### config.mk
export PLATFORM = sky130hd
export DESIGN_NAME = gc_transmit
export DESIGN_NICKNAME = d
export VERILOG_FILES = /design/src/rtl/gc_pkg.sv /design/src/rtl/gc_tx_bit.sv /design/src/rtl/gc_transmit.sv
export SDC_FILE = /design/constraint.sdc
export NUM_CORES = 1
export LEC_CHECK = 0
export CAP_MARGIN = 15
export CORE_MARGIN = 1.5
export CORE_UTILIZATION = 45
export DETAILED_ROUTE_END_ITERATION = 8
export GPL_TIMING_DRIVEN = 0
export PLACE_DENSITY = 0.61
export SYNTH_ARGS = -nofsm -noshare
export SYNTH_HDL_FRONTEND = slang
export SYNTH_SLANG_ARGS = --single-unit
export TNS_END_PERCENT = 20
### constraint.sdc
create_clock -name PCLK -period 2.2 [get_ports PCLK]
set_input_delay 0.22 -clock PCLK [delete_from_list [all_inputs] [get_ports PCLK]]
set_output_delay 0.22 -clock PCLK [all_outputs]
set_load 0.01 [all_outputs]
### src/rtl/gc_pkg.sv
// rtl/gc_pkg.sv - shared constants and state type for the GameCube line transmitter
package gc_pkg;

  localparam logic [23:0] GC_POLL_CMD = 24'h400300;
  localparam logic [7:0]  GC_INIT_CMD = 8'h00;
  localparam int          GC_POLL_LEN = 24;
  localparam int          GC_INIT_LEN = 8;

  localparam int GC_Q_CYCLES     = 100;
  localparam int GC_POLL_PERIOD  = 1_600_000;
  localparam int GC_RESP_TIMEOUT = 50_000;

  typedef enum logic [2:0] {
    ST_IDLE,
    ST_BIT_LOW,
    ST_BIT_HIGH,
    ST_STOP_LOW,
    ST_STOP_HOLD,
    ST_WAIT_RESP
  } gc_tx_state_t;

endpackage

### src/rtl/gc_tx_bit.sv
// rtl/gc_tx_bit.sv - single-bit line encoder: low phase then released phase per bit slot
module gc_tx_bit
  import gc_pkg::*;
#(
  parameter int Q_CYCLES = GC_Q_CYCLES
) (
  input  logic clk_i,
  input  logic rst_ni,
  input  logic start_i,
  input  logic bit_i,
  input  logic stop_i,
  output logic data_oe_o,
  output logic low_done_o,
  output logic bit_done_o
);

  localparam int CW = $clog2(4 * Q_CYCLES);

  logic [CW-1:0] cnt_q, cnt_d;
  logic [CW-1:0] low_end, slot_end;
  logic          active_q, active_d;
  logic          stop_q, stop_d;

  // The stop slot is half a bit long: one quarter low, one quarter released.
  always_comb begin
    low_end  = (stop_q || bit_i) ? CW'(Q_CYCLES - 1) : CW'(3 * Q_CYCLES - 1);
    slot_end = stop_q ? CW'(2 * Q_CYCLES - 1) : CW'(4 * Q_CYCLES - 1);
  end

  assign data_oe_o  = active_q && (cnt_q <= low_end);
  assign low_done_o = active_q && (cnt_q == low_end);
  assign bit_done_o = active_q && (cnt_q == slot_end);

  always_comb begin
    cnt_d    = cnt_q;
    active_d = active_q;
    stop_d   = stop_q;
    if (start_i) begin
      active_d = 1'b1;
      cnt_d    = '0;
      stop_d   = stop_i;
    end else if (bit_done_o) begin
      active_d = 1'b0;
    end else if (active_q) begin
      cnt_d = cnt_q + 1'b1;
    end
  end

  always_ff @(posedge clk_i or negedge rst_ni) begin
    if (!rst_ni) begin
      cnt_q    <= '0;
      active_q <= 1'b0;
      stop_q   <= 1'b0;
    end else begin
      cnt_q    <= cnt_d;
      active_q <= active_d;
      stop_q   <= stop_d;
    end
  end

endmodule

### src/rtl/gc_transmit.sv
// rtl/gc_transmit.sv - GameCube command transmitter: periodic poll, on-demand probe, response wait
module gc_transmit
  import gc_pkg::*;
#(
  parameter int          Q_CYCLES     = GC_Q_CYCLES,
  parameter logic [23:0] POLL_CMD     = GC_POLL_CMD,
  parameter logic [7:0]  INIT_CMD     = GC_INIT_CMD,
  parameter int          POLL_PERIOD  = GC_POLL_PERIOD,
  parameter int          RESP_TIMEOUT = GC_RESP_TIMEOUT
) (
  input  logic PCLK,
  input  logic PRESERN,
  input  logic start_init,
  input  logic wavebird_id_ready,
  input  logic button_data_ready,
  output logic data_oe,
  output logic send,
  output logic controller_init,
  output logic busy,
  output logic resp_timeout
);

  localparam int PW = $clog2(POLL_PERIOD + 1);
  localparam int TW = $clog2(RESP_TIMEOUT + 1);

  gc_tx_state_t  state_q, state_d;
  logic [23:0]   shift_q, shift_d;
  logic [4:0]    left_q, left_d;
  logic          init_mode_q, init_mode_d;
  logic          poll_pend_q, poll_pend_d;
  logic          init_pend_q, init_pend_d;
  logic [PW-1:0] ptmr_q, ptmr_d;
  logic [TW-1:0] tmo_q, tmo_d;
  logic          send_q, send_d;
  logic          cinit_q, cinit_d;
  logic          rto_q, rto_d;

  logic enc_start, enc_stop, enc_oe, enc_low_done, enc_bit_done;
  logic poll_wrap, resp_ready;

  gc_tx_bit #(.Q_CYCLES(Q_CYCLES)) u_bit (
    .clk_i      (PCLK),
    .rst_ni     (PRESERN),
    .start_i    (enc_start),
    .bit_i      (shift_q[23]),
    .stop_i     (enc_stop),
    .data_oe_o  (enc_oe),
    .low_done_o (enc_low_done),
    .bit_done_o (enc_bit_done)
  );

  assign poll_wrap  = (ptmr_q == PW'(POLL_PERIOD - 1));
  assign resp_ready = init_mode_q ? wavebird_id_ready : button_data_ready;

  always_comb begin
    state_d     = state_q;
    shift_d     = shift_q;
    left_d      = left_q;
    init_mode_d = init_mode_q;
    poll_pend_d = poll_pend_q;
    init_pend_d = init_pend_q;
    ptmr_d      = poll_wrap ? '0 : ptmr_q + 1'b1;
    tmo_d       = tmo_q;
    send_d      = send_q;
    cinit_d     = cinit_q;
    rto_d       = 1'b0;
    enc_start   = 1'b0;
    enc_stop    = 1'b0;

    unique case (state_q)
      ST_IDLE: begin
        if (init_pend_q) begin
          shift_d     = {INIT_CMD, 16'h0000};
          left_d      = 5'(GC_INIT_LEN);
          init_mode_d = 1'b1;
          cinit_d     = 1'b1;
          init_pend_d = 1'b0;
        end else if (poll_pend_q) begin
          shift_d     = POLL_CMD;
          left_d      = 5'(GC_POLL_LEN);
          init_mode_d = 1'b0;
          poll_pend_d = 1'b0;
        end
        if (init_pend_q || poll_pend_q) begin
          enc_start = 1'b1;
          send_d    = 1'b1;
          state_d   = ST_BIT_LOW;
        end
      end
      ST_BIT_LOW: begin
        if (enc_low_done) state_d = ST_BIT_HIGH;
      end
      ST_BIT_HIGH: begin
        if (enc_bit_done) begin
          enc_start = 1'b1;
          if (left_q == 5'd1) begin
            enc_stop = 1'b1;
            state_d  = ST_STOP_LOW;
          end else begin
            shift_d = {shift_q[22:0], 1'b0};
            left_d  = left_q - 5'd1;
            state_d = ST_BIT_LOW;
          end
        end
      end
      ST_STOP_LOW: begin
        if (enc_low_done) state_d = ST_STOP_HOLD;
      end
      ST_STOP_HOLD: begin
        if (enc_bit_done) begin
          send_d  = 1'b0;
          tmo_d   = '0;
          state_d = ST_WAIT_RESP;
        end
      end
      ST_WAIT_RESP: begin
        // A ready pulse on the timeout cycle takes precedence over the timeout.
        if (resp_ready) begin
          cinit_d = 1'b0;
          state_d = ST_IDLE;
        end else if (tmo_q == TW'(RESP_TIMEOUT - 1)) begin
          rto_d   = 1'b1;
          cinit_d = 1'b0;
          state_d = ST_IDLE;
        end else begin
          tmo_d = tmo_q + 1'b1;
        end
      end
      default: state_d = ST_IDLE;
    endcase

    // Requests arriving on a load cycle must survive the clear above.
    if (start_init) init_pend_d = 1'b1;
    if (poll_wrap)  poll_pend_d = 1'b1;
  end

  always_ff @(posedge PCLK or negedge PRESERN) begin
    if (!PRESERN) begin
      state_q     <= ST_IDLE;
      shift_q     <= '0;
      left_q      <= '0;
      init_mode_q <= 1'b0;
      poll_pend_q <= 1'b0;
      init_pend_q <= 1'b0;
      ptmr_q      <= '0;
      tmo_q       <= '0;
      send_q      <= 1'b0;
      cinit_q     <= 1'b0;
      rto_q       <= 1'b0;
    end else begin
      state_q     <= state_d;
      shift_q     <= shift_d;
      left_q      <= left_d;
      init_mode_q <= init_mode_d;
      poll_pend_q <= poll_pend_d;
      init_pend_q <= init_pend_d;
      ptmr_q      <= ptmr_d;
      tmo_q       <= tmo_d;
      send_q      <= send_d;
      cinit_q     <= cinit_d;
      rto_q       <= rto_d;
    end
  end

  assign data_oe         = enc_oe;
  assign send            = send_q;
  assign controller_init = cinit_q;
  assign busy            = (state_q != ST_IDLE);
  assign resp_timeout    = rto_q;

endmodule

Yosys cells after proc, flatten, opt, wreduce, memory -nomap -nowiden

Index checks and enable logic that the tools add are counted.
W data, S select, Z words.

Add/sub/neg operators: 4
$lt $le $gt $ge: 1
Equality and inequality tests: 23
Muxes and demuxes: 54
Reduce and logical (&&, ||, !) cells: 24

Operator list:

| cell                    | count |
|---|---|
| $mux W24                | 4 |
| $mux W16                | 3 |
| $pmux W24 S2            | 1 |
| $mux W9                 | 5 |
| $pmux W16 S2            | 1 |
| $mux W1                 | 22 |
| $add A21 B1 Y21 const B | 1 |
| $eq A21 B21 Y1 const B  | 1 |
| $mux W21                | 1 |
| $mux W3                 | 7 |
| $mux W5                 | 4 |
| $ne A2 B2 Y1 const B    | 10 |
| $eq A9 B9 Y1            | 2 |
| $pmux W3 S6             | 1 |
| $reduce_bool A2 Y1      | 9 |
| $add A16 B1 Y16 const B | 1 |
| $eq A16 B16 Y1 const B  | 1 |
| $pmux W5 S2             | 1 |
| $add A9 B1 Y9 const B   | 1 |
| $le A9 B9 Y1            | 1 |
| $reduce_and A4 Y1       | 2 |
| $eq A3 B2 Y1 const B    | 2 |
| $eq A3 B3 Y1 const B    | 2 |
| $ne A3 B3 Y1 const B    | 2 |
| 13 further kinds        | 21 |

Flip-flop bits (word level): 86
Input port bits: 5
Output and inout port bits: 5
Logic and storage cells: 120

Depth between registers and ports, before layout

Gate-level depths: netlist (run 1).

Depth in word-level cells: 7
Mapped depth: 7
Depth with buffers taken out: 6

Cells and area by module

A second synthesis (run 1) with hierarchy kept.

Cell total of the unflattened synthesis: 415
Area, all modules: 3930.0 um^2

By module, submodules not included:

| module      | instances | cells an instance | area each (um^2) | seq. area each (um^2) |
|---|---|---|---|---|
| gc_transmit | 1         | 343               | 3216.8           | 1676.6 |
| gc_tx_bit   | 1         | 72                | 713.2            | 275.3 |

Worst setup path before layout (run 1)

OpenSTA, ideal clock, no wires.

Kind: reg2out
From: register u_bit.stop_q
To: output data_oe
Arrival time: 1596 ps
Data required time: 1980 ps
Slack: 384 ps
Stages on the path, launching flop included: 6
Buffers on the path: 0
Path through: dfrtp_1 > or2_2 > ha_1 > nor4bb_1 > nand4_1 > o311ai_0

Longest elaborated chain between the ends: 4

Ends and longest elaborated chain:

| what                   | RTL line          | RTL |
|---|---|---|
| start, declared        | gc_tx_bit.sv:22   | `logic stop_q, stop_d;` |
| start signal, assigned | gc_tx_bit.sv:57   | `stop_q <= stop_d;` |
| $logic_or A1 B1 Y1     | gc_tx_bit.sv:26   | `low_end = (stop_q \|\| bit_i) ? CW'(Q_CYCLES - 1) : CW'(3 * Q_CYCLES - 1);` |
| $mux W9                | gc_tx_bit.sv:26   |  |
| $le A9 B9 Y1           | gc_tx_bit.sv:30   | `assign data_oe_o = active_q && (cnt_q <= low_end);` |
| $logic_and A1 B1 Y1    | gc_tx_bit.sv:30   |  |
| end, declared          | gc_transmit.sv:16 | `output logic data_oe,` |

Every way passes these cells.

Final worst setup path (run 1)

Same ends and word-level chain as after synthesis.

==> results of run 1 <==
## final timing paths
path                               from        endpoint  slack (ps)
setup reg to reg           u_bit.stop_q      state_q[0]         100
min in group PCLK            start_init     init_pend_q         440
hold / removal                  PRESERN  u_bit.cnt_q[5]         350
max in group asynchronous       PRESERN      shift_q[9]        1270
hold reg to reg               ptmr_q[0]       ptmr_q[0]         460
setup / recovery           u_bit.stop_q         data_oe         -30
## power breakdown
| group | switching (uW) | internal (uW) | total [uW] | leakage (uW) |
|---|---|---|---|---|
| sequential | 140 | 1550 | 1690 | 0.00103 |
| combinational | 338 | 254 | 591 | 0.000836 |
| clock | 519 | 778 | 1300 | 0.000119 |
| total | 996 | 2580 | 3580 | 0.00198 |
## placed cells by master, fill, tap and decap left out, types with 3 or more instances in the layout
cell              n
inv_1            15
a41oi_1           3
a31oi_1          15
mux2i_1           5
a21o_1            8
bufinv_16         3
clkbuf_8         10
o31ai_1           3
o21ai_0          13
xor2_1           10
dfrtp_1          78
nor4bb_1          3
clkdlybuf4s50_1   7
nand3_1          32
and3b_1           3
nor3_1            5
clkbuf_1          3
or3_1             6
nand4_1          10
nor2_1           28
buf_4             9
nand2_1          43
o21ai_1          20
and3_1            7
xnor2_1          11
a21oi_1          14
nor4_1            3
or4_1             3
buf_2             8
ha_1              7
mux2_2            3
and4_1            6
## critical path, cell delays in order, from the launching register on
cell and delay, ps:
dfrtp_1 390, or2_4 280, ha_4 270, nor4bb_4 260, nand4_1 170, o311ai_2 110
buf_2 180
## state kept, by name, summed over array words and instances, names as in the netlist, 3 cells and up
signal and flops:
left_q 5, ptmr_q 21, shift_q 16, state_q 3
tmo_q 16, u_bit.cnt_q 9
## cell families after synthesis
family | after synthesis
AND/OR/NAND/NOR | 176
AO/OA/AOI/OAI | 95
flip-flops | 78
buffers and inverters | 29
XOR/XNOR | 21
multiplexers | 8
adder cells (fa/ha/maj) | 8
## area by class of cell
type | instances | share of cell area, %
timing repair buffer | 15 | 3.21
sequential | 78 | 41.8
tap | 108 | 2.89
inverter | 15 | 1.20
buffer | 14 | 1.79
multi-input combinational | 308 | 44.1
clock inverter | 4 | 2.03
clock buffer | 11 | 3.02
## layer usage
metal	GRT usage (%)	wire length, um	vias to the layer above
met4	4.62	60	0
met5	0	0	-
met3	3.83	220	4
met1	28.5	4450	1564
li1	-	-	1578
met2	27.6	3740	36
## stage by stage
| step | util [%] | instance area, um2 | setup slack, ps |
|---|---|---|---|
| finish | 53.1 | 4670 | -30.2 |
| CTS | 52.9 | 4660 | -68.8 |
| detailed placement | 49.5 | 4360 | -443 |
| global route | 53.1 | 4670 | -111 |
| global placement | 49.2 | 4340 | -1970 |
| floorplan | - | 4110 | 384 |
## timing repair
| action | in CTS | in global routing |
|---|---|---|
| gates resized for setup | 12 | 1 |
| gates cloned | 0 | 0 |
| pin swaps | 4 | 2 |
| hold endpoints to repair | 30 | 0 |
| hold buffers | 1 | 0 |
| setup endpoints to repair | 1 | 11 |
| buffers inserted | 3 | 1 |
## cell usage after synthesis, types with 8 or more instances
cell type / number / area [um2]
a21o_1: 8 / 60.1
a21oi_1: 14 / 70.1
a31oi_1: 15 / 93.8
dfrtp_1: 78 / 1950
ha_1: 8 / 100
inv_1: 15 / 56.3
nand2_1: 43 / 161
nand3_1: 32 / 160
nand4_1: 10 / 62.6
nor2_1: 28 / 105
o21ai_0: 14 / 70.1
o21ai_1: 19 / 95.1
xnor2_1: 11 / 96.3
xor2_1: 10 / 87.6
==> results_dict.tcl, run 1 <==
set metrics [dict create \
    run_status "complete, but fails checks" \
    violations "DRC, setup timing" \
    ys_seq_area_share_pct 47.5 \
    synth_seq_cells 78 \
    ios 10 \
    synth_top_family_by_area "simple AND/OR/NAND/NOR gates" \
    seq_area_um2 1950 \
    fmax_ghz 0.448 \
    clk_pin_slew_ps 80 \
    post-place-cells 533 \
    cts_buffer_depth 2 \
    grt_pass1_wl_um 14800 \
    synth_fp_nets 428 \
    area_growth_syn_to_layout_pct 13.7 \
    post_drt_via_cell_ratio 5.75 \
    post_drt_wl_per_cell_um 15.3 \
    synth-simple-area-share_pct 24.9 \
    clkLatencyLatePin_ps 350 \
    drive_above_1_share_pct 12.8 \
    final_cells 553 \
    final.setup.worst_slack_ps -30.2 \
    drt_pass1_iterations 6 \
    synth-edff-count 0 \
    ir_drop_mv 0.449 \
    fin_nets 454 \
    slew_viol_final 0 \
    grt.total_usage_pct 18.8 \
    grt_max_degree 49 \
    vias 3182 \
    clock_sinks 78 \
    tritoncts "built" \
    wl_um 8480 \
    period_needed_ps 2230 \
    rsz0062_at_grt "yes" \
    cts_max_level 3 \
    maxCapViolations 0 \
    worst_slew_pin_slew_ps 669 \
    final.setup.tns_ps -30.2 \
    synth_cell_type_count 66 \
    relSlewSlack_pct 55.1 \
    cts-root-buf "clkbuf_8" \
    path_max_fanout 3 \
    synth-adder-area-share_pct 2.44 \
    avgSynthCellArea_um2 9.90 \
    fp-row-count 34 \
    dieArea_um2 9720 \
    dieWidth_um 98.6 \
    ant_nets 0 \
    drt_iter0_markers 137 \
    ys.flop_type "dfrtp_1" \
    coreArea_um2 8810 \
    netlist_area_um2 4110 \
    antenna_found_initial 0 \
    hpwl_um 5850 \
    multiInputGateArea_um2 2060 \
    p_leak_uw 0.00198 \
    crit_type "reg -> out" \
    cp_data_required_time_ps 1980 \
    synth-compound-area-share_pct 15.2 \
    drc 1 \
    async_flop_share_pct 100 \
    fin_crit_sh_pct 101 \
    final-setup-viol-count 1 \
    skew_ps 9.51 \
    holdWs_ps 347 \
    yosys-mux-area-fraction_pct 2.04 \
    numPortBuffers 9 \
    die_y_um 98.6 \
    reg2reg_depth 8 \
    grt_overflow 0 \
    diodes 0 \
    synth_warnings 0 \
    synth_xor_area_share_pct 4.47 \
    p_total_uw 3580 \
    n_fill_cell 781 \
    start_util_pct 46.7 \
    hp-class "in -> async" \
    finalHoldViolCount 0 \
    p_per_area_nw_per_um2 765 \
    grt_pass1_vias 3006 \
    cp-start-kind "flop" \
    routabilityCongestion 0.803 \
    cts_inserted_buffers 9 \
    synthCells 415 \
    cp.arrival_ps 2010 \
    endpoint_kind "primary output" \
]
Note: power is estimated with default switching activity, not from simulation.
==> run 2: changes to the inputs <==
Clock period 2.2 ns to 2.44 ns, I/O delays scaled along.
==> results_dict.tcl, run 2 (synthesis gave the netlist of run 1 again) <==
set metrics [dict create \
    routabilityCongestion 0.803 \
    hpwl_um 5850 \
    worst-path-buf-inv 1 \
    slowest_stage "dfrtp_1" \
    numPortBuffers 9 \
    fin_crit_sh_pct 95.4 \
    fin_util_pct 52.8 \
    clock_sinks 78 \
    wl_um 8560 \
    p_per_area_nw_per_um2 696 \
    drt_iter0_markers 144 \
    rsz0062_at_grt "no" \
    post_dp_cell_area_um2 4360 \
    skew_ps 9.23 \
    grt_pass1_wl_um 14800 \
    cp.arrival_ps 2080 \
    clk_pin_slew_ps 80 \
    post-place-cells 533 \
    finalInstanceArea_um2 4650 \
    maxCapViolations 0 \
    fp-row-count 34 \
    coreArea_um2 8810 \
    worst_slew_pin_slew_ps 674 \
    vias 3148 \
    p_leak_uw 0.00197 \
    final-setup-viol-count 0 \
    dieWidth_um 98.6 \
    holdWs_ps 370 \
    area_growth_syn_to_layout_pct 13.2 \
    final_cells 551 \
    largest_register_ffs 21 \
    ant_nets 0 \
    path_delay_family "simple AND/OR/NAND/NOR gates" \
    ios 10 \
    cp-start-kind "flop" \
    clkLatencyLatePin_ps 350 \
    crit_type "reg -> out" \
    drc 1 \
    tritoncts "built" \
    start_util_pct 46.7 \
    n_fill_cell 785 \
    cts_max_level 3 \
    post_drt_wl_per_cell_um 15.5 \
    cpPeakStageDelay_ps 420 \
    top_register "ptmr_q" \
    dieArea_um2 9720 \
    ir_drop_mv 0.405 \
    relSlewSlack_pct 54.8 \
    run_status "complete, but fails checks" \
    cts-root-buf "clkbuf_8" \
    fin_nets 452 \
    drt_pass1_iterations 6 \
    hp-class "in -> async" \
    worstPathCellList "or2_4, ha_4, nor4bb_2, nand4_1, o311ai_2, buf_2" \
    grt_max_degree 49 \
    path_max_fanout 4 \
    layout_commonest_cell "dfrtp_1" \
    grt_pass1_vias 3005 \
    reg_top3 "ptmr_q: 21 flops, shift_q: 16 flops, tmo_q: 16 flops" \
    cts_buffer_depth 2 \
    period_needed_ps 2330 \
    grt.total_usage_pct 18.9 \
    finalHoldViolCount 0 \
    die_y_um 98.6 \
    p_total_uw 3230 \
    fmax_ghz 0.430 \
    diodes 0 \
    final_cell_mix "dfrtp_1 (78), nand2_1 (43), nand3_1 (32)" \
    cp_data_required_time_ps 2200 \
    slew_viol_final 0 \
    drive_above_1_share_pct 12.6 \
    endpoint_kind "primary output" \
    cts_inserted_buffers 9 \
    grt_overflow 0 \
    violations "DRC" \
    antenna_found_initial 0 \
    post_drt_via_cell_ratio 5.71 \
]
[run 2: changes by cell type in the layout (fill, tap and decap cells not counted)]
cell,delta
buf_4,-2
a211oi_1,-1
a211oi_2,+1
nor2_2,+1
nor2_4,-1
nor4bb_2,+1
nor4bb_4,-1
[run 2: path summary, 6_finish.rpt]
| check | startpoint | end | slack, ps | cells past startpoint |
|---|---|---|---|---|
| max in group asynchronous | PRESERN | poll_pend_q | 1490 | 3 |
| min in group PCLK | start_init | init_pend_q | 460 | 2 |
| worst max-delay path | u_bit.stop_q | data_oe | 110 | 6 |
| worst min-delay path | PRESERN | u_bit.cnt_q[5] | 370 | 2 |
| worst min register to register | ptmr_q[0] | ptmr_q[0] | 460 | 1 |
| worst max register to register | u_bit.cnt_q[0] | shift_q[18] | 360 | 6 |
[run 2: timing repair]
action / CTS / global route
endpoints found under the setup margin: 1 / 1
pin swaps: 1 / 2
endpoints found under the hold margin: 30 / 0
hold buffers: 1 / 0
gates resized for setup: 7 / 5
buffers inserted: 1 / 1
[run 2: metal layers]
metal  share of wire (%)  track usage, %  up-vias
met3                 2.3            3.83       10
met5                   0               0        -
met2                  44            27.5       34
li1                    -               -     1575
met1                  52            28.7     1529
met4                 1.6            5.05        0
[run 2: final cells by class]
| cell class | instances | area (um2) | area share [%] |
|---|---|---|---|
| Sequential cell | 78 | 1950 | 42.0 |
| Buffer | 14 | 83.8 | 1.80 |
| Tap cell | 108 | 135 | 2.91 |
| Timing Repair Buffer | 13 | 135 | 2.91 |
| Multi-Input combinational cell | 308 | 2050 | 44.1 |
| Clock inverter | 4 | 95.1 | 2.04 |
| Clock buffer | 11 | 141 | 3.04 |
| Inverter | 15 | 56.3 | 1.21 |
[run 2: through the flow]
| stage | TNS, ps | setup WS [ps] |
|---|---|---|
| after floorplan | 0 | 600 |
| after global placement | -136840 | -1760 |
| after detailed placement | -227 | -227 |
| after CTS | 0 | 2.55 |
| after global routing | 0 | 29.6 |
| final | 0 | 112 |
[run 2: report_power, final]
| part | internal (uW) | switching, uW |
|---|---|---|
| sequential | 1400 | 125 |
| combinational | 231 | 313 |
| clock | 701 | 469 |
| total | 2330 | 907 |
==> run 3: changes to the inputs <==
Settings changed: PLACE_DENSITY 0.61 to 0.63.
Clock period 2.44 ns to 2.1 ns, I/O delays scaled along.
==> results_dict.tcl, run 3 (synthesis gave the netlist of run 1 again) <==
set metrics [dict create \
    post_drt_via_cell_ratio 5.76 \
    r2r-start "u_bit.stop_q" \
    area_growth_syn_to_layout_pct 14.9 \
    reg2reg_depth 8 \
    grt_max_degree 50 \
    coreArea_um2 8810 \
    tritoncts "built" \
    dieArea_um2 9720 \
    relSlewSlack_pct 57.6 \
    cp-start-kind "flop" \
    drt_pass1_iterations 6 \
    numPortBuffers 9 \
    path_max_fanout 3 \
    vias 3192 \
    grt_pass1_vias 2994 \
    hp-class "in -> async" \
    p_leak_uw 0.00200 \
    cts_max_level 3 \
    ios 10 \
    drc 1 \
    worst_slew_pin_slew_ps 632 \
    clk_pin_slew_ps 80 \
    start_util_pct 46.7 \
    final.setup.worst_slack_ps -150 \
    period_needed_ps 2250 \
    dieWidth_um 98.6 \
    routabilityCongestion 0.838 \
    rsz0062_at_grt "yes" \
    cts_buffer_depth 2 \
    cts_inserted_buffers 9 \
    die_y_um 98.6 \
    p_per_area_nw_per_um2 822 \
    diodes 0 \
    finalHoldViolCount 0 \
    layout_commonest_cell "dfrtp_1" \
    slew_viol_final 0 \
    cts-root-buf "clkbuf_8" \
    skew_ps 7.77 \
    fmax_ghz 0.444 \
    ir_drop_mv 0.412 \
    grt.total_usage_pct 18.0 \
    ant_nets 0 \
    final_cell_mix "dfrtp_1 (78), nand2_1 (43), nand3_1 (32)" \
    violations "DRC, setup timing" \
    run_status "complete, but fails checks" \
    crit_type "reg -> out" \
    post-place-cells 533 \
    fp-row-count 34 \
    grt_pass1_wl_um 14200 \
    final.setup.tns_ps -150 \
    maxCapViolations 0 \
    wl_um 8280 \
    post_drt_wl_per_cell_um 15.0 \
    cp_data_required_time_ps 1890 \
    drt_iter0_markers 130 \
    clock_sinks 78 \
    reg_top3 "ptmr_q: 21 flops, shift_q: 16 flops, tmo_q: 16 flops" \
    top_register "ptmr_q" \
    hpwl_um 5660 \
    clkLatencyLatePin_ps 350 \
    grt_overflow 0 \
    fin_crit_sh_pct 107 \
    final_cells 554 \
    antenna_found_initial 0 \
    cp.arrival_ps 2040 \
    largest_register_ffs 21 \
    endpoint_kind "primary output" \
    startpoint "u_bit.stop_q" \
    fin_nets 454 \
    drive_above_1_share_pct 13.7 \
    fin_util_pct 53.7 \
    final-setup-viol-count 1 \
    p_total_uw 3880 \
]
[run 3: cell type report]
class                      instances  area [um2]
fill                             776        4080
multi-input combinational        308        2070
sequential                        78        1950
timing repair buffer              15         154
clock buffer                      10         138
tap                              108         135
clock inverter                     6         133
buffer                            14        83.8
inverter                          15        56.3
[run 3: power by group]
part / leakage (uW) / internal, uW / switching, uW
clock network: 0.000132 / 940 / 558
logic: 0.000839 / 271 / 345
registers: 0.00103 / 1620 / 147
total: 0.00200 / 2830 / 1050
[run 3: path summary, 6_finish.rpt]
kind | endpoint | slack (ps)
max in group asynchronous | ptmr_q[12] | 1180
setup reg to reg | state_q[0] | 60
setup / recovery | data_oe | -150
hold / removal | u_bit.cnt_q[3] | 340
min in group PCLK | init_pend_q | 420
hold reg to reg | ptmr_q[0] | 470
[run 3: what timing repair did]
action	4_1_cts	5_1_grt
endpoints found under the hold margin	29	0
resized for setup	9	7
pin swaps	4	3
buffers inserted	3	1
endpoints found under the setup margin	1	22
hold buffers	1	0
[run 3: worst max-delay path, cell delays in order (launching register included)]
cell and delay (ps):
dfrtp_1 380, or2_4 280, ha_4 270, nor4bb_4 260, nand4_1 190, o311ai_2 130
buf_2 190
[run 3: layer usage]
layer  GRT usage, %  part of all wire [%]  up-vias
li1               -                     -     1585
met1           24.8                    49     1539
met2           28.7                    47       62
met3           4.68                   3.5        6
met4           4.07                  0.70        0
met5              0                     0        -
[run 3: per-stage QoR]
| stage | hold slack, ps | instance area (um2) | setup slack, ps |
|---|---|---|---|
| 6_report | 336 | 4720 | -150 |
| 5_1_grt | 360 | 4720 | -272 |
| 4_1_cts | 344 | 4680 | -150 |
| 3_5_place_dp | 169 | 4360 | -482 |
| 3_3_place_gp | 446 | 4340 | -1980 |
| 2_1_floorplan | -85.6 | 4110 | 291 |
==> edit 1 (settings of run 3) <==
`shift_q` no longer has a reset.
--- a/src/rtl/gc_transmit.sv
+++ b/src/rtl/gc_transmit.sv
@@ -138,5 +138,4 @@
     if (!PRESERN) begin
       state_q     <= ST_IDLE;
-      shift_q     <= '0;
       left_q      <= '0;
       init_mode_q <= 1'b0;
@@ -150,5 +149,4 @@
     end else begin
       state_q     <= state_d;
-      shift_q     <= shift_d;
       left_q      <= left_d;
       init_mode_q <= init_mode_d;
@@ -163,4 +161,8 @@
   end
 
+  always_ff @(posedge PCLK) begin
+    shift_q <= shift_d;
+  end
+
   assign data_oe         = enc_oe;
   assign send            = send_q;
Behaviour: same outputs for any inputs over 10 cycles, from zero or initial values; that may be too few to reach the edited logic, so the function may still have changed.
==> edit 1 against run 3 <==
The run ends with negative setup slack left; worst hold slack improved by 69 ps; cell area decreased by 2.6%; routed wire length decreased by 4.5%; area after synthesis decreased by 2.0%; synthesized cell count decreased by 9.2%; register-to-register slack got worse by 20 ps; maximum frequency increased by 0.62%; non-clock buffer count increased by 2; sequential cell count unchanged; clock skew decreased by 0.65 ps; worst setup slack improved by 14 ps; via count decreased by 7.5%; critical path type unchanged; highest routed layer unchanged.
Power is not compared: it rests on default switching activity, and its combinational part moved more than twofold at a synthesized area within 25%.
==> edit 1: results (changes against run 3) <==
| Metric | Value |
|---|---|
| Syn Nets | `390 (-8.9%)` |
| Layout cell share with drive strength beyond 1 | `0.131 (-0.00538)` |
| WL final | `7.91 mm (-4.5%)` |
| Hold Slack | `405 ps (+68.7 ps)` |
| Post-synthesis mux area share | `0.0258 (+0.00540)` |
| Largest net degree at the start of global routing | `63 (+26%)` |
| Clock Skew | `7.12 ps (-0.646 ps)` |
| Root buf cell | `clkbuf_8` |
| Setup_tns | `-137 ps (+13.8 ps)` |
| Synth async-reset ratio | `0.795 (-0.205)` |
| Post-synthesis adder-cell area fraction | `0.0249 (+0.000507)` |
| Sequential share of the synthesized area | `0.505 (+0.0298)` |
| PnR worst setup slack | `-137 ps (+13.8 ps)` |
| Final #Nets | `419 (-7.7%)` |
| Worst r2r dst | `state_q[1]` |
| Status | `finished with violations` |
| Worst IR Drop VDD | `0.511 mV` |
| Dpl hpwl | `5.20 mm (-8.2%)` |
| DRT iter0 DRCs | `95 (-27%)` |
| RePlAce Congestion | `0.796 (-5.0%)` |
| R2R cell count | `6 (-2)` |
| Biggest regs | `ptmr_q (21), shift_q (16), tmo_q (16)` |
| Setup slack, reg-to-reg | `40 ps (-20 ps)` |
| Initial antenna violation count | `0 (unchanged)` |
| Final std cells w/o fill | `519 (-6.3%)` |
| Finished Cell Area | `4600 um^2 (-2.6%)` |
| Post-synthesis xor/xnor area fraction | `0.0479 (+0.00311)` |
| Static leakage | `1.94 nW` |
| Worst min-delay path category | `input port to flip-flop` |
| Clock latency on the worst-skew pair | `360 ps` |
| Cts bufs inserted | `9 (unchanged)` |
| Area contributors post-synth | `dfrtp_1 (39%), edfxtp_1 (12%), and2_1 (3.1%), xnor2_1 (2.8%), nand3_1 (2.6%)` |
| Post-synth top cells | `dfrtp_1 (62), nor2_1 (27), nand2_1 (24)` |
| Vias in the first global route | `2929 (-2.2%)` |
| Fillcell total | `807 (+4.0%)` |
| Placed Cells | `494 (-7.3%)` |
| First-pass GRT wire length | `14.0 mm (-1.5%)` |
| Normalized max-slew margin | `0.469 (-0.106)` |
| Distinct cells, synth | `61 (-7.6%)` |
| Post-Syn Instances | `377 (-9.2%)` |
| GRT Util Overall | `0.179 (-0.000290)` |
| CP Max Fanout | `3 (unchanged)` |
| First-pass DRT Iterations | `4 (-2)` |
| Compound-Gate Fraction of Synth Area | `0.125 (-0.0276)` |
| Cell Area, Placed | `4260 um^2 (-2.4%)` |
| Violations in the final reports | `negative setup slack` |
| Number of synthesized flops with an enable pin | `16 (+16)` |
| CTS H-tree lvls | `3 (unchanged)` |
| Pre-CTS setup slack | `-393 ps (+89.4 ps)` |
| Setup violations, final | `1 (unchanged)` |
| Vias per inst | `5.69 (-1.3%)` |
## edit 1: cell types whose count changed after synthesis, moves of 6 or more
| cell | before | now |
|---|---|---|
| edfxtp_1 | 0 | 16 |
| nand2_1 | 43 | 24 |
| inv_1 | 15 | 8 |
| a31oi_1 | 15 | 0 |
| clkbuf_1 | 2 | 10 |
| o21ai_1 | 19 | 3 |
| dfrtp_1 | 78 | 62 |
| buf_2 | 7 | 1 |
| and2_1 | 1 | 20 |
| nand3_1 | 32 | 21 |
## edit 1: where the power goes
group	total, mW	internal [mW]	switching, mW
clock	1.05	0.443	0.603
combinational	1.28	0.619	0.661
sequential	2.06	1.84	0.218
## edit 1: cell families after synthesis
group,count (synthesis)
XOR/XNOR,22
adder cells (fa/ha/maj),8
buffers and inverters,24
multiplexers,10
flip-flops,78
AO/OA/AOI/OAI,68
AND/OR/NAND/NOR,167
## edit 1: worst min-delay path by stage
stage          startpoint         endpoint
3_5_place_dp      PRESERN   u_bit.cnt_q[6]
2_1_floorplan     PRESERN  controller_init
5_1_grt        start_init      init_pend_q
6_report       start_init      init_pend_q
4_1_cts        start_init      init_pend_q
3_3_place_gp    ptmr_q[0]        ptmr_q[0]
## edit 1: cell type report
class	instances	area share
buffer	10	0.0122
multi-input combinational	275	0.428
inverter	11	0.00897
timing repair buffer	21	0.0408
clock buffer	9	0.0269
clock inverter	7	0.0122
tap	108	0.0294
sequential	78	0.442
## edit 1: routing by layer
metal / wire length (um) / track usage / share of wire
met4: 93 / 0.0571 / 0.012
met2: 3530 / 0.275 / 0.45
met3: 183 / 0.0396 / 0.023
met1: 4100 / 0.254 / 0.52
met5: 0 / 0 / 0
## edit 1: repair_timing
| action | CTS | global route |
|---|---|---|
| endpoints found under the setup margin | 32 | 42 |
| resized for setup | 14 | 11 |
| setup buffers | 3 | 8 |
| endpoints found under the hold margin | 62 | 0 |
| hold buffers | 1 | 0 |
| pin swaps | 3 | 2 |
## edit 1: worst max-delay path: stages (launching register included)
cell and delay [ps]:
dfrtp_1 390, or2_4 270, ha_4 270, nor4bb_4 300, nand4_1 140, o311ai_1 120
buf_2 180
==> edit 2 (flow settings as in run 3) <==
Made on the original files. Change the package constant `GC_Q_CYCLES` from 100 to 150.
--- a/src/rtl/gc_pkg.sv
+++ b/src/rtl/gc_pkg.sv
@@ -7,5 +7,5 @@
   localparam int          GC_INIT_LEN = 8;
 
-  localparam int GC_Q_CYCLES     = 100;
+  localparam int GC_Q_CYCLES     = 150;
   localparam int GC_POLL_PERIOD  = 1_600_000;
   localparam int GC_RESP_TIMEOUT = 50_000;
Check against the original RTL: no difference found for any inputs over 10 cycles, from zero or initial values; that may be too few to reach the edited logic, so the function may still have changed.
==> edit 2 against run 3 <==
The flow finishes with violations (negative setup slack); cell area is 6.0% higher; largest cell class unchanged; non-clock buffer count grew 13; critical endpoint is now tmo_q[8]; first-iteration DRC count is 32% higher; worst setup slack got worse by 390 ps; area after synthesis increased by 2.4%; routed wire length is 5.7% higher; sequential cell count rose by 1.
Power is not compared: it rests on default switching activity, and its combinational part moved more than twofold at a synthesized area within 25%.
==> edit 2: results (changes against run 3) <==
| Metric | Value |
|---|---|
| Status | `finished with violations` |
| Violations in the final reports | `negative setup slack` |
| Worst IR Drop VDD | `0.375 mV` |
| Layout cell share with drive strength beyond 1 | `0.160 (+0.0233)` |
| WL final | `8.75 mm (+5.7%)` |
| GR met3 Demand/Resource | `0.0372 (-0.00956)` |
| Setup_tns | `-23310 ps (-23160 ps)` |
| Power Dens Cells | `562 nW/um^2` |
| PortBufs | `9 (unchanged)` |
| Non-clk buf share | `0.0764 (+0.0261)` |
| Syn Nets | `450 (+5.1%)` |
| Setup violations, final | `54 (+53)` |
| RePlAce Congestion | `0.894 (+6.7%)` |
| Post-synthesis area per instance | `9.67 um^2 (-2.3%)` |
| Distinct cells, synth | `57 (-14%)` |
| Die area | `9940 um^2 (+2.3%)` |
| Clock Skew | `10.1 ps (+2.31 ps)` |
| Non-clk invs | `36 (+21)` |
| Fillcell total | `815 (+5.0%)` |
| GRT Util Overall | `0.187 (+0.00756)` |
| Vias in the first global route | `3170 (+5.9%)` |
| Placed Cells | `556 (+4.3%)` |
| Post-synthesis xor/xnor area fraction | `0.0645 (+0.0198)` |
| Non-clock buffers | `42 (+45%)` |
| Synth async-reset ratio | `1.00 (unchanged)` |
| Clk buf depth | `2 (unchanged)` |
| First-pass DRT Iterations | `4 (-2)` |
| Area contributors post-synth | `dfrtp_1 (47%), mux2i_1 (5.9%), nand2_1 (3.7%), nor2_1 (3.7%), xnor2_1 (3.3%)` |
| Post-synth top cells | `dfrtp_1 (79), nand2_1 (42), nor2_1 (42)` |
| Final std cells w/o fill | `592 (+6.9%)` |
| CP Max Fanout | `5 (+2)` |
| Slew @ Worst Pin | `628 ps (-4.18 ps)` |
| Post-synthesis mux area share | `0.0595 (+0.0391)` |
| First-pass GRT wire length | `15.0 mm (+5.2%)` |
| Clock latency on the worst-skew pair | `350 ps (about the same)` |
| Post-CTS Setup Inserts | `12 (+9)` |
| CTS resizes | `33 (+24)` |
| DRT iter0 DRCs | `171 (+32%)` |
| Worst Path Arrival | `2880 ps (+840 ps)` |
| PnR worst setup slack | `-540 ps (-390 ps)` |
| Slowest-stage cell, CP | `or4b_1` |
| Largest net degree at the start of global routing | `43 (-14%)` |
| Met2 Track Usage GR | `0.306 (+0.0187)` |
| Clock-cell share of area | `0.0440 (-0.0132)` |
| Compound-Gate Fraction of Synth Area | `0.0916 (-0.0606)` |
| Cell Area, Placed | `4470 um^2 (+2.4%)` |
| Pre-CTS setup slack | `-778 ps (-296 ps)` |
| Max incr delay on CP | `510 ps (+130 ps)` |
| Final #Nets | `491 (+8.1%)` |
| Vias per inst | `5.50 (-4.6%)` |
[edit 2: changes by cell type in the layout (fill, tap and decap cells not counted), moves of 8 or more]
cell and change:
nand3_1 -11, inv_1 +21, o21ai_0 -8, nor2_1 +9, a31oi_1 -13, buf_4 +8, mux2i_1 +20, o21ai_1 -17
[edit 2: report_power, final]
group	switching [mW]	internal, mW	total [mW]
registers	0.000000000000000100	1.52	1.52
clock network	0.576	0.676	1.25
logic	0.0311	0.0114	0.0425
[edit 2: worst paths after layout]
kind                              start        endpoint  cells after the start
hold / removal                  PRESERN  u_bit.cnt_q[6]                      2
hold reg to reg              ptmr_q[20]      ptmr_q[20]                      1
setup / recovery           u_bit.stop_q        tmo_q[8]                      8
min in group PCLK            start_init     init_pend_q                      2
max in group asynchronous       PRESERN      ptmr_q[14]                      3
setup reg to reg           u_bit.stop_q        tmo_q[8]                      8
[edit 2: routing by layer]
layer	wire length (um)	share of wire
met2	4180	0.48
met4	112	0.013
met3	169	0.019
met5	0	0
met1	4290	0.49
